===== src/rtl/phase_sequencer.sv =====
`default_nettype none
// ============================================================================
// Module      : phase_sequencer
// Description : Moore phase sequencer for a register-file datapath. It walks
//               FETCH/DECODE/EXEC/WB, waits on memory handshakes with a timeout,
//               and keeps saturating counters for instructions and stalls.
// Revision    : 1.0 - initial release
// ============================================================================
module phase_sequencer #(
   parameter int CNT_W       = 32,
   parameter int MEM_TIMEOUT = 16
) (
   input  logic             clk,
   input  logic             reset,
   input  logic             run,
   input  logic             halt_req,
   input  logic             imem_ready,
   input  logic             mem_access,
   input  logic             dmem_ready,
   output logic [1:0]       phase,
   output logic             ifetch_req,
   output logic             dmem_req,
   output logic             wb_en,
   output logic             stall,
   output logic             halted,
   output logic             timeout_err,
   output logic [CNT_W-1:0] instr_count,
   output logic [CNT_W-1:0] stall_count
);

   localparam int                  c_wait_w    = $clog2(MEM_TIMEOUT + 1);
   localparam logic [c_wait_w-1:0] c_wait_last = c_wait_w'(MEM_TIMEOUT - 1);
   localparam logic [CNT_W-1:0]    c_cnt_max   = {CNT_W{1'b1}};

   typedef enum logic [2:0] {
      S_IDLE   = 3'd0,
      S_FETCH  = 3'd1,
      S_DECODE = 3'd2,
      S_EXEC   = 3'd3,
      S_WB     = 3'd4,
      S_HALT   = 3'd5,
      S_ERR    = 3'd6
   } state_t;

   state_t              r_state;
   state_t              w_next;
   logic [c_wait_w-1:0] r_wait_cnt;
   logic                r_halt_pend;
   logic [CNT_W-1:0]    r_instr_cnt;
   logic [CNT_W-1:0]    r_stall_cnt;

   logic                w_stall;
   logic                w_timeout;
   logic                w_halt_any;

   // A handshake stalls only while its request is up and ready is still low.
   assign w_stall    = ((r_state == S_FETCH) && !imem_ready) ||
                       ((r_state == S_EXEC) && mem_access && !dmem_ready);
   // The last permitted stall cycle is the one seen with MEM_TIMEOUT-1 already counted.
   assign w_timeout  = w_stall && (r_wait_cnt == c_wait_last);
   assign w_halt_any = r_halt_pend || halt_req;

   always_ff @(posedge clk or posedge reset) begin
      if (reset) begin
         r_state <= S_IDLE;
      end else begin
         r_state <= w_next;
      end
   end

   always_comb begin
      w_next = r_state;
      case (r_state)
         S_IDLE: begin
            if (w_halt_any) begin
               w_next = S_HALT;
            end else if (run) begin
               w_next = S_FETCH;
            end
         end
         S_FETCH: begin
            if (imem_ready) begin
               w_next = S_DECODE;
            end else if (w_timeout) begin
               w_next = S_ERR;
            end
         end
         S_DECODE: begin
            w_next = S_EXEC;
         end
         S_EXEC: begin
            if (!mem_access || dmem_ready) begin
               w_next = S_WB;
            end else if (w_timeout) begin
               w_next = S_ERR;
            end
         end
         S_WB: begin
            if (w_halt_any) begin
               w_next = S_HALT;
            end else if (!run) begin
               w_next = S_IDLE;
            end else begin
               w_next = S_FETCH;
            end
         end
         S_HALT:  w_next = S_HALT;
         S_ERR:   w_next = S_ERR;
         default: w_next = S_ERR;
      endcase
   end

   // Any state change restarts the wait count, which covers entry to FETCH and EXEC.
   always_ff @(posedge clk or posedge reset) begin
      if (reset) begin
         r_wait_cnt <= '0;
      end else if (r_state != w_next) begin
         r_wait_cnt <= '0;
      end else if (w_stall) begin
         r_wait_cnt <= r_wait_cnt + 1'b1;
      end
   end

   always_ff @(posedge clk or posedge reset) begin
      if (reset) begin
         r_halt_pend <= 1'b0;
      end else if (w_next == S_HALT) begin
         r_halt_pend <= 1'b0;
      end else if (halt_req && (r_state != S_ERR) && (r_state != S_HALT)) begin
         r_halt_pend <= 1'b1;
      end
   end

   always_ff @(posedge clk or posedge reset) begin
      if (reset) begin
         r_instr_cnt <= '0;
         r_stall_cnt <= '0;
      end else begin
         if ((r_state == S_WB) && (r_instr_cnt != c_cnt_max)) begin
            r_instr_cnt <= r_instr_cnt + 1'b1;
         end
         if (w_stall && (r_stall_cnt != c_cnt_max)) begin
            r_stall_cnt <= r_stall_cnt + 1'b1;
         end
      end
   end

   always_comb begin
      phase = 2'b00;
      case (r_state)
         S_DECODE: phase = 2'b01;
         S_EXEC:   phase = 2'b10;
         S_WB:     phase = 2'b11;
         default:  phase = 2'b00;
      endcase
   end

   assign ifetch_req  = (r_state == S_FETCH);
   assign dmem_req    = (r_state == S_EXEC) && mem_access;
   assign wb_en       = (r_state == S_WB);
   assign stall       = w_stall;
   assign halted      = (r_state == S_HALT);
   assign timeout_err = (r_state == S_ERR);
   assign instr_count = r_instr_cnt;
   assign stall_count = r_stall_cnt;

endmodule
`default_nettype wire

===== config.mk =====
export PLATFORM = sky130hd
export DESIGN_NAME = phase_sequencer
export DESIGN_NICKNAME = d
export VERILOG_FILES = /design/src/rtl/phase_sequencer.sv
export SDC_FILE = /design/constraint.sdc
export NUM_CORES = 1
export LEC_CHECK = 0
export BUFFER_PORTS_ARGS = -buffer_cell sky130_fd_sc_hd__clkbuf_2
export CAP_MARGIN = 10
export CORE_AREA = 2 2 87 89
export DETAILED_ROUTE_END_ITERATION = 7
export DIE_AREA = 0 0 89 91
export PLACE_DENSITY = 0.74
export SYNTH_ARGS = -nofsm -noshare
export SYNTH_HDL_FRONTEND = slang
export SYNTH_SLANG_ARGS = --single-unit

===== constraint.sdc =====
create_clock -name clk -period 2.6 [get_ports clk]
set_input_delay 0.52 -clock clk [delete_from_list [all_inputs] [get_ports clk]]
set_output_delay 0.52 -clock clk [all_outputs]
set_load 0.05 [all_outputs]

==> key figures, run 1 <==
Status
  • Status: complete, no violations

Die
  • Starting Density: 51.24%
  • Placement Rows: 31
  • Die Width: between 80 and 90 um
  • Die H: ~91 um
  • I/O pin total: between 70 and 80
  • Die Area: slightly above 8000 sq um
  • Core area: 7137 sq um

Worst setup path
  • Worst r2r src: r_wait_cnt[0]
  • CP Class: reg -> out
  • Worst path arrival time: slightly below 2000 ps
  • Setup crit start kind: flip-flop
  • Flop2flop setup slack: between 200 and 250 ps
  • Reg2reg path depth: 8
  • Crit path launch: r_state[0]
  • CP Max Fanout: 13
  • CP required: around 2100 ps
  • Reg2Reg Capture Point: r_wait_cnt[4]
  • Critical path capture point: wb_en
  • Crit end category: primary output

Flow run
  • MaxCap Viol Count: 0

Place
  • Port bufs: 78
  • Post-DP HPWL: ~5600 um
  • Dpl cells: approximately 530
  • Gpl congestion: 0.8341
  • DP Area: roughly 4200 sq um

Clocking
  • Clock-pin slew on the worst setup and hold paths: around 80 ps
  • Max H-tree Level: 3
  • Root buffer cell: clkbuf_8
  • CTS tree: yes
  • Clk_lat worst skew: roughly 340 ps
  • CTS sink count: 73
  • Max Buffers Root-to-Sink: 2
  • CTS Buf Count: 9

Finish
  • Fin cells: around 550
  • Layout net count: between 400 and 500
  • Layout cell share with drive strength beyond 1: approximately 28%
  • Ant diodes: 0
  • Synthesis-to-finish area growth: 21.25%
  • Finished Cell Area: around 4400 sq um

STA
  • Fmax: 0.4006 GHz
  • Setup TNS: 0 ps
  • Period utilization: 96.02%
  • RSZ-0062 raised after global routing: no
  • Final hold slack: 256.2 ps
  • Slew Limit Headroom: between 30% and 40%
  • Clock skew after layout: roughly 9.9 ps
  • Slew Limit Fails: 0
  • Min Tclk post-route: 2496 ps
  • Hold Vio Cnt, Final: 0
  • Worst-margin pin slew: 1022 ps
  • Setup Viol. Count Final: 0

Synth
  • Seq/Total Area, Yosys: roughly half
  • Synth async-reset ratio: 100.0%
  • Post-Synthesis Mean Instance Area: 10.45 sq um
  • Number of synthesized register bits: between 70 and 80
  • Synth Net Count: about 360
  • Mapped cell area: approximately 3700 sq um
  • Ys Warns: 0
  • Post-synthesis cell type count: 48
  • Number of flops mapped to enable cells by yosys: 0
  • Main synth FF type: dfrtp_1
  • Post-Synthesis Cells: 350

Drt
  • DR iter-0 viols: 143
  • Post-DRT Antenna Nets: 0
  • Wirelength, routed: 7785 um
  • Avg WL per Cell: approximately 14 um
  • DRC: 0
  • Vias/cell: 5.431
  • TritonRoute pass-1 iters: 4
  • Vias: about 3,000

Power
  • VDD IR max: 0.0005979 V
  • Design Power: between 3 and 4 mW
  • Pwr dens: ~800 nW/um^2
  • Leakage power: between 2 and 2.5 nW

Global routing
  • Grt ovf: 0
  • Vias in the first global route: 2,821
  • First-pass GRT wire length: between 10,000 and 15,000 um
  • Initial antenna violation count: 0
  • Largest net degree at the start of global routing: 35
  • Total track usage: 20.08%

Hold path
  • Hold Path Class: in -> async
[sequential cells by signal, indices dropped and copies added, names as in the netlist]
signal	count
instr_count	32
stall_count	32
r_wait_cnt	5
r_state	3
r_halt_pend	1
[timing repair]
item / CTS / global route
setup buffers: 0 / 0
setup endpoints to repair: 0 / 2
resized for setup: 0 / 2
hold buffers: 0 / 0
[cell usage after synthesis (3+ instances only)]
cell,number,area (sq um)
o21ai_0,4,20.02
nand4_1,27,168.9
nand2b_1,4,25.02
xnor2_1,44,385.4
nor2_1,22,82.58
nand2_1,34,127.6
xor2_1,21,183.9
dfrtp_1,73,1827
clkbuf_1,3,11.26
buf_2,4,20.02
inv_1,11,41.29
or2_2,3,18.77
and2_1,4,25.02
nor3_1,12,60.06
nor4_1,9,56.30
nand3_1,17,85.08
ha_1,4,50.05
and3_1,9,56.30
a21oi_1,5,25.02
and4_1,4,35.03
[per-layer routing]
layer	GRT usage (%)	up-vias	share of wire, %
met1	27.51	1457	47
met4	5.970	0	1.1
met5	0	-	0
li1	-	1421	-
met3	3.364	8	4.4
met2	32.52	85	48
[report_power, final]
part / internal, mW / leakage (nW) / switching [mW]
registers: 1.25 / 0.990 / 0.165
clock network: 0.424 / 0.0984 / 0.431
logic: 0.337 / 1.03 / 0.880
total: 2.01 / 2.12 / 1.48
[kinds of logic after synthesis]
family / share of synthesized area [%]
simple gates: 26.68
flops: 49.95
xor+xnor: 15.57
compound gates: 3.729
buf+inv: 2.087
fa+ha+maj: 1.369
mux: 0.6158
[area by class of cell]
cell class,count,area (sq um)
fill,640,2703
sequential,73,1827
multi-input combinational,258,1762
timing repair buffer,89,485.5
clock buffer,12,165.2
tap,99,123.9
inverter,12,45.04
clock inverter,4,26.28
[metrics by stage]
step | utilization [%] | setup slack (ps)
floorplan | - | 226.7
global placement | 59.34 | 210.5
detailed placement | 59.34 | 173.6
CTS | 62.03 | 64.71
global route | 62.13 | 2.897
finish | 62.13 | 103.6
[placed cells by master, fill, tap and decap left out, types with 2 or more instances in the layout]
cell type,Yosys,layout
a21oi_1,5,5
a31oi_1,2,2
and2_1,4,4
and3_1,9,9
and3b_1,2,2
and4_1,4,4
buf_4,0,10
clkbuf_2,0,77
clkbuf_8,0,12
clkinv_2,0,2
dfrtp_1,73,73
ha_1,4,4
inv_1,11,10
inv_2,1,2
mux2_2,2,2
nand2_1,34,34
nand2b_1,4,4
nand3_1,17,17
nand4_1,27,27
nand4_2,2,2
nor2_1,22,22
nor2b_1,2,2
nor3_1,12,12
nor4_1,9,9
nor4_2,2,2
o211ai_1,2,2
o21ai_0,4,4
or2_2,3,3
or3_1,2,2
xnor2_1,44,44
xor2_1,21,21
[worst max-delay path: stages, from the launching register on]
cell	delay, ps
dfrtp_1	470
nand2b_1	190
or2_2	420
inv_1	240
buf_2	310
[worst min-delay path by stage]
stage,startpoint,cells after the start,to
floorplan,r_halt_pend,2,r_halt_pend
global placement,r_halt_pend,2,r_halt_pend
detailed placement,r_halt_pend,2,r_halt_pend
CTS,reset,2,stall_count[13]
global route,reset,2,stall_count[13]
finish,reset,2,stall_count[13]
(Power assumes the default switching activity.)
==> inputs of run 2 (changes only) <==
==> constraint.sdc (replaced) <==
create_clock -name clk -period 2.48 [get_ports clk]
set_input_delay 0.496 -clock clk [delete_from_list [all_inputs] [get_ports clk]]
set_output_delay 0.496 -clock clk [all_outputs]
set_load 0.05 [all_outputs]
==> run 2 against run 1 <==
  * Clock skew down 1.6 ps
  * Routed wire length rose by 1.9%
  * Hold slack got worse by 61 ps
  * Count of clock-buffer cells in the layout down 2
  * Sequential cell count unchanged
  * First-iteration DRC count increased by 4.2%
  * Via count down 0.40%
  * Register-to-register slack got worse by 70 ps
  * Total power grew 11%
  * Sequential share of layout area shrank 0.71 points
  * Die area unchanged
  * Non-clock buffer count increased by 8
  * Critical path type unchanged
==> key figures, run 2 (synthesized netlist as in run 1, its figures left out) <==
Power
  • VDD IR max: ~0.00081 V
  • Pwr dens: approximately 860 nW/um^2
  • Leakage power: about 2.2 nW

STA
  • Period utilization: between 90% and 100%
  • Final critical-path setup slack: 104.6 ps
  • Setup TNS: 0 ps
  • Fmax: roughly 0.42 GHz
  • Slew Limit Fails: 0
  • Hold Vio Cnt, Final: 0
  • Clock skew after layout: 8.335 ps
  • Worst-margin pin slew: ~970 ps
  • Setup Viol. Count Final: 0
  • Min Tclk post-route: roughly 2400 ps
  • Final hold slack: roughly 200 ps
  • Slew Limit Headroom: 35.26%

Drt
  • M1 WL: ~3600 um
  • Met2 WL post-DR: between 3000 and 4000 um
  • Avg WL per Cell: roughly 14 um
  • Vias: 2,959
  • TritonRoute pass-1 iters: 4
  • Vias/cell: roughly 5.3
  • Top sig layer: met4
  • DRC: 0
  • DR iter-0 viols: approximately 150
  • Post-DRT Antenna Nets: 0
  • Met3 wire length: 355 um
  • Wirelength, routed: 7933 um

Finish
  • Finished Cell Area: 4512 sq um
  • Ant diodes: 0
  • Layout cell share with drive strength beyond 1: approximately 29%
  • Fin cells: about 550
  • # fillers: 625
  • Commonest non-fill, non-tap cell in the layout: clkbuf_2
  • Layout net count: around 460
  • Most frequent cells in the layout: clkbuf_2, dfrtp_1, xnor2_1
  • Area of the multi-input gates: between 1500 and 2000 sq um
  • Register area: roughly 1800 sq um
  • Synthesis-to-finish area growth: 23.37%

Clocking
  • Root buffer cell: clkbuf_8
  • CTS Buf Count: 9
  • Clock-pin slew on the worst setup and hold paths: 80 ps
  • Max Buffers Root-to-Sink: 2
  • Max H-tree Level: 3
  • Hold_buf cts: 0
  • Clk_lat worst skew: between 300 and 400 ps
  • CTS sink count: 73
  • CTS tree: yes

Place
  • Port bufs: 78
  • Dpl cells: approximately 540
  • Post-DP HPWL: roughly 5700 um
  • Gpl congestion: slightly above 0.8
  • Post-Place Worst Slack: between 100 and 150 ps
  • DP Area: around 4300 sq um

Die
  • Die Width: around 89 um
  • Core area: between 7000 and 8000 sq um
  • Die Area: about 8100 sq um
  • Starting Density: around half
  • Placement Rows: 31
  • I/O pin total: 79
  • Die H: about 90 um

Worst setup path
  • WP buf/inv: 1
  • Critical path capture point: halted
  • Cell count along the critical path: 4
  • Crit path launch: r_state[0]
  • CP required: 1980 ps
  • Reg2Reg Capture Point: r_wait_cnt[1]
  • Cell Chain, Critical Path: or3_1 -> o311ai_2 -> nor2_1 -> buf_2
  • Worst path arrival time: 1880 ps
  • Worst r2r src: r_wait_cnt[0]
  • Reg2reg path depth: 9
  • CP Max Fanout: 9
  • CP Class: reg -> out
  • Setup crit start kind: flip-flop
  • Flop2flop setup slack: approximately 170 ps
  • CP peak stage delay: approximately 480 ps
  • Slowest CP cell: dfrtp_1
  • Crit end category: primary output
  • Crit-path leading delay family: simple AND/OR/NAND/NOR gates

Global routing
  • Largest net degree at the start of global routing: 38
  • Vias in the first global route: 2,845
  • Total track usage: 20.22%
  • Grt ovf: 0
  • Initial antenna violation count: 0
  • First-pass GRT wire length: 13,090 um

Flow run
  • MaxCap Viol Count: 0

Status
  • Status: complete, no violations

Hold path
  • Hold Path Class: in -> async
-- run 2: cell types whose count changed in the layout (fill, tap and decap cells not counted) --
cell       delta
clkbuf_8      -2
buf_4         +8
bufinv_16     +1
nor4_4        +1
nor4_1        -1
-- run 2: worst register-to-register path, cell delays in order, from the launching register on --
cell and delay (ps):
dfrtp_1 410, ha_1 220, and3_1 180, ha_1 240
nor2b_1 160, o221a_2 270, nor4_4 270, o211ai_1 190
buf_4 180, a21oi_1 110
-- run 2: final cells by class --
cell class                      count  area share, %
Clock inverter                      5          1.248
Tap cell                           99          2.745
Multi-Input combinational cell    258          39.38
Inverter                           12         0.9983
Timing Repair Buffer               97          12.09
Clock buffer                       10          3.050
Sequential cell                    73          40.49
-- run 2: how the worst min path moves through the flow --
stage	to	slack, ps	cells after the start
after floorplan	r_halt_pend	460	2
final	stall_count[14]	200	2
after CTS	stall_count[14]	210	2
after detailed placement	instr_count[12]	490	1
after global placement	r_halt_pend	480	2
after global routing	stall_count[22]	240	2
-- run 2: stage by stage --
stage / total power, mW / utilization, %
floorplan: 2.475 / -
global placement: 2.814 / 59.87
detailed placement: 2.851 / 59.87
CTS: 3.785 / 62.59
global route: 4.082 / 63.22
finish: 3.865 / 63.22
-- run 2: repair_timing --
action / 4_1_cts / 5_1_grt
endpoints found under the hold margin: 0 / 0
setup buffers: 0 / 3
resized for setup: 0 / 4
setup endpoints to repair: 0 / 2
-- run 2: metal layers --
layer  vias to the layer above  global-route usage (%)
met3                        10                   3.636
met2                        75                   32.65
met5                         -                       0
met4                         0                   7.960
li1                       1442                       -
met1                      1432                   26.71
-- run 2: power by group --
part	internal, mW	switching [mW]	total, mW
clock	0.485	0.444	0.928
sequential	1.31	0.189	1.50
combinational	0.472	0.966	1.44
total	2.27	1.60	3.86
==> inputs of run 3 (changes only) <==
--- a/config.mk
+++ b/config.mk
@@ -7,10 +7,10 @@
 export LEC_CHECK = 0
 export BUFFER_PORTS_ARGS = -buffer_cell sky130_fd_sc_hd__clkbuf_2
 export CAP_MARGIN = 10
-export CORE_AREA = 2 2 87 89
+export CORE_AREA = 2 2 106 108
 export DETAILED_ROUTE_END_ITERATION = 7
-export DIE_AREA = 0 0 89 91
-export PLACE_DENSITY = 0.74
+export DIE_AREA = 0 0 108 110
+export PLACE_DENSITY = 0.52
 export SYNTH_ARGS = -nofsm -noshare
 export SYNTH_HDL_FRONTEND = slang
 export SYNTH_SLANG_ARGS = --single-unit
==> run 3 against run 2 <==
  * Utilization decreased by 20 points
  * Largest cell class unchanged
  * Count of clock-buffer cells in the layout up 1
  * Global-route usage is 5.2 points lower
  * Sequential power about the same
  * Clock skew increased by 1.4 ps
  * Register-to-register slack improved by 20 ps
==> key figures, run 3 (synthesized netlist as in run 1, its figures left out) <==
Place
  • Post-Place Worst Slack: between 100 and 150 ps
  • Post-DP HPWL: ~6000 um
  • Gpl congestion: approximately 0.82
  • Port bufs: between 70 and 80

Clocking
  • Clk_lat worst skew: between 300 and 400 ps
  • Root buffer cell: clkbuf_8
  • Clock-pin slew on the worst setup and hold paths: approximately 80 ps
  • Gates resized, CTS repair: 0
  • Max H-tree Level: 3
  • CTS Buf Count: 9
  • Hold_buf cts: 0
  • Max Buffers Root-to-Sink: 2
  • CTS tree: yes
  • Post-CTS Setup Inserts: 0
  • CTS sink count: 73

Finish
  • Layout cell share with drive strength beyond 1: 28.85%
  • Ant diodes: 0
  • # fillers: between 1,000 and 1,500
  • Layout net count: 460
  • Commonest non-fill, non-tap cell in the layout: clkbuf_2
  • Synthesis-to-finish area growth: 25.38%
  • Most frequent cells in the layout: clkbuf_2, dfrtp_1, xnor2_1
  • Final Util: 42.87%

STA
  • Slew Limit Headroom: between 20 and 30%
  • Final critical-path setup slack: 124.1 ps
  • Period utilization: 95.00%
  • RSZ-0062 raised after global routing: no
  • Slew Limit Fails: 0
  • Min Tclk post-route: between 2000 and 2500 ps
  • Worst-margin pin slew: 1055 ps
  • Setup Viol. Count Final: 0
  • Hold Vio Cnt, Final: 0
  • Fmax: approximately 0.42 GHz
  • Clock skew after layout: between 9 and 10 ps
  • Setup TNS: 0 ps

Power
  • Sw frac: approximately two fifths
  • Pwr dens: 866.3 nW/um^2
  • Leakage power: about 2.2 nW
  • Sequential Power Share: between 30% and 40%
  • Logic pwr share: between 30% and 40%
  • Sw Pwr: roughly 1.6 mW
  • Clk pwr share: 28.5%
  • Internal: about 2.4 mW
  • VDD IR max: 0.0006909 V

Worst setup path
  • Reg2reg path depth: 8
  • Crit-path leading delay family: simple AND/OR/NAND/NOR gates
  • CP required: about 2000 ps
  • CP peak stage delay: ~400 ps
  • Reg2Reg Capture Point: r_wait_cnt[4]
  • Setup crit start kind: flip-flop
  • Flop2flop setup slack: ~190 ps
  • CP Max Fanout: 7
  • Crit end category: primary output
  • Cell Chain, Critical Path: buf_4 -> or3_1 -> o311ai_2 -> nor2_1 -> buf_2
  • Worst path arrival time: around 1900 ps
  • CP Class: reg -> out
  • WP buf/inv: 2
  • Slowest CP cell: dfrtp_1
  • Worst r2r src: r_wait_cnt[0]

Die
  • Core area: ~11,000 sq um
  • Starting Density: 34.19%
  • I/O pin total: 79
  • Placement Rows: 38
  • Die Area: roughly 12,000 sq um
  • Die Width: approximately 110 um
  • Die H: ~110 um

Hold path
  • Hold Path Class: in -> async

Global routing
  • First-pass GRT wire length: between 10,000 and 15,000 um
  • Grt ovf: 0
  • Largest net degree at the start of global routing: 74
  • Busiest grt layer: met2
  • Global Route met1 Usage: between 20% and 30%
  • Met3 usage: approximately 5%
  • Total track usage: 14.99%
  • Met2 Use GR: about a quarter
  • Initial antenna violation count: 0
  • Vias in the first global route: roughly 2,800

Drt
  • Vias: 2,895
  • TritonRoute pass-1 iters: 4
  • Wirelength, routed: 8382 um
  • Avg WL per Cell: roughly 14 um
  • Vias/cell: ~5
  • Post-DRT Antenna Nets: 0
  • DR iter-0 viols: 90
  • DRC: 0

Flow run
  • MaxCap Viol Count: 0

Status
  • Status: complete, no violations
-- run 3: layout make-up --
class	count	area, sq um	area share, %
Clock inverter	5	102.6	2.237
Sequential cell	73	1827	39.84
Inverter	12	45.04	0.9823
Tap cell	140	175.2	3.820
Timing Repair Buffer	95	533.0	11.62
Multi-Input combinational cell	258	1762	38.42
Clock buffer	11	141.4	3.083
-- run 3: worst max-delay path by stage --
stage | start | to | cells past startpoint
3_3_place_gp | dmem_ready | stall_count[1] | 5
6_report | r_state[0] | halted | 5
5_1_grt | r_state[0] | halted | 5
4_1_cts | r_state[0] | halted | 5
2_1_floorplan | instr_count[24] | instr_count[1] | 5
3_5_place_dp | dmem_ready | stall_count[1] | 5
-- run 3: worst reg2reg max path: cells and delay by family (launching register included) --
kind	cells	cell delay, ps
DFF	1	410
adders and majority gates	2	450
and+or+nand+nor	3	620
AOI/OAI and AO/OA	3	720
-- run 3: power by group through the flow --
stage                     combinational [mW]  sequential, mW  clock, mW
after floorplan                        0.755            1.72          0
final                                   1.36            1.48       1.13
after detailed placement                1.36            1.50          0
after global routing                    1.48            1.50       1.23
after CTS                               1.37            1.48       1.17
after global placement                  1.36            1.49          0
-- run 3: per-stage QoR --
step / hold slack [ps] / total power, mW / cell area, sq um / instances
floorplan: 456.5 / 2.475 / 3657 / 350
global placement: 487.2 / 2.851 / 4332 / 578
detailed placement: 490.6 / 2.862 / 4332 / 578
CTS: 224.7 / 4.021 / 4576 / 594
global route: 232.9 / 4.208 / 4586 / 594
finish: 207.6 / 3.973 / 4586 / 594
-- run 3: layer usage --
layer	up-vias	part of all wire [%]	routed length (um)
met3	5	5.6	472
met4	0	0.72	60
met5	-	0	0
met2	70	46	3857
met1	1389	48	3991
li1	1431	-	-
